<file path="src/rtl/alu_arbiter.sv">
// rtl/alu_arbiter.sv - round-robin arbiter sharing one combinational ALU between two requesters
module alu_arbiter #(
  parameter int DATA_WIDTH    = 32,
  parameter int OPCODE_LENGTH = 4
) (
  input  logic                     clk,
  input  logic                     rst_n,
  input  logic                     req0_valid,
  output logic                     req0_ready,
  input  logic [OPCODE_LENGTH-1:0] req0_op,
  input  logic [DATA_WIDTH-1:0]    req0_a,
  input  logic [DATA_WIDTH-1:0]    req0_b,
  input  logic                     req1_valid,
  output logic                     req1_ready,
  input  logic [OPCODE_LENGTH-1:0] req1_op,
  input  logic [DATA_WIDTH-1:0]    req1_a,
  input  logic [DATA_WIDTH-1:0]    req1_b,
  output logic                     rsp0_valid,
  input  logic                     rsp0_ready,
  output logic                     rsp1_valid,
  input  logic                     rsp1_ready,
  output logic [DATA_WIDTH-1:0]    rsp_data,
  output logic [DATA_WIDTH-1:0]    alu_srca,
  output logic [DATA_WIDTH-1:0]    alu_srcb,
  output logic [OPCODE_LENGTH-1:0] alu_operation,
  input  logic [DATA_WIDTH-1:0]    alu_result,
  output logic                     busy
);

  typedef enum logic [1:0] {IDLE, EXEC, RESP} state_t;

  state_t                   state;
  state_t                   state_next;
  logic                     last_grant;
  logic                     owner;
  logic                     grant0;
  logic                     grant1;
  logic [OPCODE_LENGTH-1:0] op_q;
  logic [DATA_WIDTH-1:0]    a_q;
  logic [DATA_WIDTH-1:0]    b_q;
  logic [DATA_WIDTH-1:0]    rsp_data_q;

  // Winner selection in IDLE and next-state decode
  always_comb begin
    state_next = state;
    grant0     = 1'b0;
    grant1     = 1'b0;
    case (state)
      IDLE: begin
        // On contention the requester not granted last time wins
        if (req0_valid && (!req1_valid || last_grant)) begin
          grant0 = 1'b1;
        end else if (req1_valid) begin
          grant1 = 1'b1;
        end
        if (grant0 || grant1) begin
          state_next = EXEC;
        end
      end
      EXEC: begin
        state_next = RESP;
      end
      RESP: begin
        if ((!owner && rsp0_ready) || (owner && rsp1_ready)) begin
          state_next = IDLE;
        end
      end
      default: begin
        state_next = IDLE;
      end
    endcase
  end

  // State register; reset discards any in-flight operation
  always_ff @(posedge clk or negedge rst_n) begin
    if (!rst_n) begin
      state <= IDLE;
    end else begin
      state <= state_next;
    end
  end

  // Operand capture on accept, result capture at the end of EXEC
  always_ff @(posedge clk or negedge rst_n) begin
    if (!rst_n) begin
      last_grant <= 1'b1;
      owner      <= 1'b0;
      op_q       <= '0;
      a_q        <= '0;
      b_q        <= '0;
      rsp_data_q <= '0;
    end else begin
      if (grant0) begin
        op_q       <= req0_op;
        a_q        <= req0_a;
        b_q        <= req0_b;
        owner      <= 1'b0;
        last_grant <= 1'b0;
      end else if (grant1) begin
        op_q       <= req1_op;
        a_q        <= req1_a;
        b_q        <= req1_b;
        owner      <= 1'b1;
        last_grant <= 1'b1;
      end
      if (state == EXEC) begin
        rsp_data_q <= alu_result;
      end
    end
  end

  // ALU inputs come straight from the capture registers so they stay quiet when idle
  assign alu_srca      = a_q;
  assign alu_srcb      = b_q;
  assign alu_operation = op_q;

  assign req0_ready = grant0;
  assign req1_ready = grant1;
  assign rsp0_valid = (state == RESP) && !owner;
  assign rsp1_valid = (state == RESP) && owner;
  assign rsp_data   = rsp_data_q;
  assign busy       = (state != IDLE);

endmodule

</file>
<file path="config.mk">
export PLATFORM = sky130hd
export DESIGN_NAME = alu_arbiter
export DESIGN_NICKNAME = d
export VERILOG_FILES = /design/src/rtl/alu_arbiter.sv
export SDC_FILE = /design/constraint.sdc
export NUM_CORES = 1
export LEC_CHECK = 0
export ABC_AREA = 1
export CORE_UTILIZATION = 45
export CTS_CLUSTER_DIAMETER = 200
export DETAILED_ROUTE_END_ITERATION = 8
export PLACE_DENSITY_LB_ADDON = 0.25
export SETUP_SLACK_MARGIN = 0.3
export SYNTH_ARGS = -nofsm -noshare
export SYNTH_HDL_FRONTEND = slang
export SYNTH_SLANG_ARGS = --single-unit
</file>
<file path="constraint.sdc">
create_clock -name clk -period 2.2 [get_ports clk]
set_input_delay 0.44 -clock clk [delete_from_list [all_inputs] [get_ports clk]]
set_output_delay 0.44 -clock clk [all_outputs]
set_load 0.02 [all_outputs]
</file>
==> impl_metrics.ini <==
[status]
status = completed

[die]
core_sq_um = 12700
initial_core_util_pct = 46.4
die_area_sq_um = 13500
die_x_um = 116
io_pins = 279
die_h_um = 116
rows = 41

[final_layout]
areaGrowthSynthToFinish_pct = 54.0
n_fill_cell = 1051
nNetsFinal = 1326
final_cell_area_sq_um = 9060
num_antenna_cells = 0
final_util_pct = 71.5
final_layout_size_suffix_gt1_share_pct = 4.41

[grt]
grt_pass1_vias = 5682
grt_max_degree = 105
grt_pass1_wl_um = 28100
antenna_found_initial = 0
overflow = 0
grt_util_all_layers_pct = 27.1

[placed_design]
gp_congestion = 0.817
post_dp_cell_area_sq_um = 8780
port_buffers = 278
dp.final_hpwl_um = 12500

[sta]
layout_min_cycle_time_ns = 1.85
final_hold_viol_count = 0
slew-limit-headroom_pct = 49.0
skew_ns = 0.00469
setup-violations-final = 0
rsz0062_at_grt = true
slew_violations = 0
finalCritPeriodShare_pct = 84.2
worst_slew_pin_slew_ns = 0.765
fmax_ghz = 0.540
holdWs_ns = 0.154

[synth]
yosys_warnings = 0
ys_types = 17
ys_ff_latch = 104
syn_area_per_cell_sq_um = 6.56
synth-seq-area-share_pct = 44.3
synth_nets = 1071
synth_area_sq_um = 5880
postSynthCellCount = 897

[setup_path]
path_cells = clkdlybuf4s50_1
path_class = register to output pin
start_kind = register
cp.required_ns = 1.76
worst-path-buf-inv = 1
startpoint = alu_srca[29]$_DFFE_PN0P_
rr_worst_depth = 7
path_max_fanout = 2
crit_path_top_delay_cell = clkdlybuf4s50_1
worstPathArrival_ns = 1.41
path_delay_family = buffers and inverters
slowest_delay_ns = 0.70
worstSetupEndpointType = output pin
r2r_start = state[0]$_DFFE_PN0P_
r2r_slack_ns = 0.49
crit_cells = 1

[clock_tree]
clk_latency_ns = 0.35
clockRootBuffer = clkbuf_16
cts_hold_buf = 0
path_clk_slew_ns = 0.07
cts_htree_levels = 3
numCtsBuffers = 9
clock-sinks = 104
cts_buffer_depth = 2
tritoncts = built

[pwr]
ir_worst_vdd_uv = 634
p_clk_share_pct = 13.2
p_leak_nw = 5.22
power.internal_mw = 6.59
sequentialPowerShare_pct = 28.3
p_sw_mw = 5.38
p_sw_share_pct = 45.0
p_per_area_nw_per_um2 = 1320
power_mw = 12.0
pwr-share-comb_pct = 58.4

[route]
first_pass_iters = 4
wire_per_inst_um = 13.7
viasPerCell = 4.66
wl_um = 18300
ant_nets = 0
drt_drc_violations_left = 0
drtIter0Drc = 317
vias = 6187

[worst_hold_path]
hp-class = input pin to async pin

[job]
cap_violations = 0
-- cell type report --
cell class              instances  area, sq um  area share, %
inverters                     219          822           9.07
well taps                     172          215           2.38
clock inverters                 6         51.3          0.566
repair buffers                297         2920           32.3
flip-flops and latches        104         2610           28.7
multi-input cells             521         2200           24.3
clock buffers                  10          239           2.64
-- cells by family after synthesis --
group / after synthesis / synth area share [%]
buffers and inverters: 272 / 18.3
AND/OR/NAND/NOR: 517 / 37.1
AO/OA/AOI/OAI: 4 / 0.340
flip-flops: 104 / 44.3
-- flip-flops by register name, indices dropped and copies added (netlist names) --
name           cells
state              2
alu_srcb          32
alu_operation      4
rsp_data          32
last_grant         1
owner              1
alu_srca          32
-- layout by cell type, fill, tap and decap left out, drive strengths merged, types with 4 or more instances in the layout --
cell           netlist  routed
nor2               140     140
buf                 38      23
nand3               34      34
dfrtp              103     103
clkbuf              15      12
o21ai                4       4
clkdlybuf4s50        0     270
nand4               68      68
nand2              275     275
inv                219     221
-- Yosys cell counts --
master,number,share of area (%)
nand3_1,32,2.7
buf_1,7,0.45
o21ai_0,4,0.34
nor2_1,139,8.9
nand2_1,274,17
dfstp_2,1,0.45
clkbuf_1,15,0.96
inv_2,3,0.19
inv_1,216,14
buf_6,2,0.38
nand2_2,1,0.11
dfrtp_1,103,44
buf_4,2,0.26
nor2_8,1,0.34
nand3_2,2,0.34
nand4_1,68,7.2
buf_2,27,2.3
-- metrics by stage --
stage	std cells	TNS, ns	setup slack [ns]
6_report	1329	0	0.348
3_5_place_dp	1312	-0.453	-0.151
3_3_place_gp	1312	-0.220	-0.138
2_1_floorplan	897	0	0.480
4_1_cts	1329	0	0.305
5_1_grt	1329	0	0.289
-- power groups by stage --
stage	sequential, mW	combinational [mW]	clock, mW
global placement	3.38	6.89	0
CTS	3.39	7.04	1.62
finish	3.39	7.00	1.58
global route	3.51	7.66	1.70
floorplan	4.49	2.87	0
detailed placement	3.42	7.00	0
-- layer usage --
metal	share of wire [%]	track usage [%]	vias to the layer above
met3	8.9	8.15	38
met2	49	47.4	213
li1	-	-	3127
met4	2.8	11.2	0
met1	39	30.7	2809
met5	0	0	-
-- path summary, 6_finish.rpt --
path | to
worst max-delay path | alu_srca[29]
worst min-delay path | alu_srcb[10]$_DFFE_PN0P_
worst max register to register | alu_operation[1]$_DFFE_PN0P_
worst min register to register | rsp_data[2]$_DFFE_PN0N_
max in group asynchronous | alu_srca[23]$_DFFE_PN0P_
min in group clk | rsp_data[2]$_DFFE_PN0N_
-- timing repair --
action                     in CTS  in global routing
pin swaps                       1                  0
setup endpoints to repair       5                 10
setup buffers                   1                  0
resized for setup              13                  5
No activity file was read; power rests on OpenSTA's default activity.
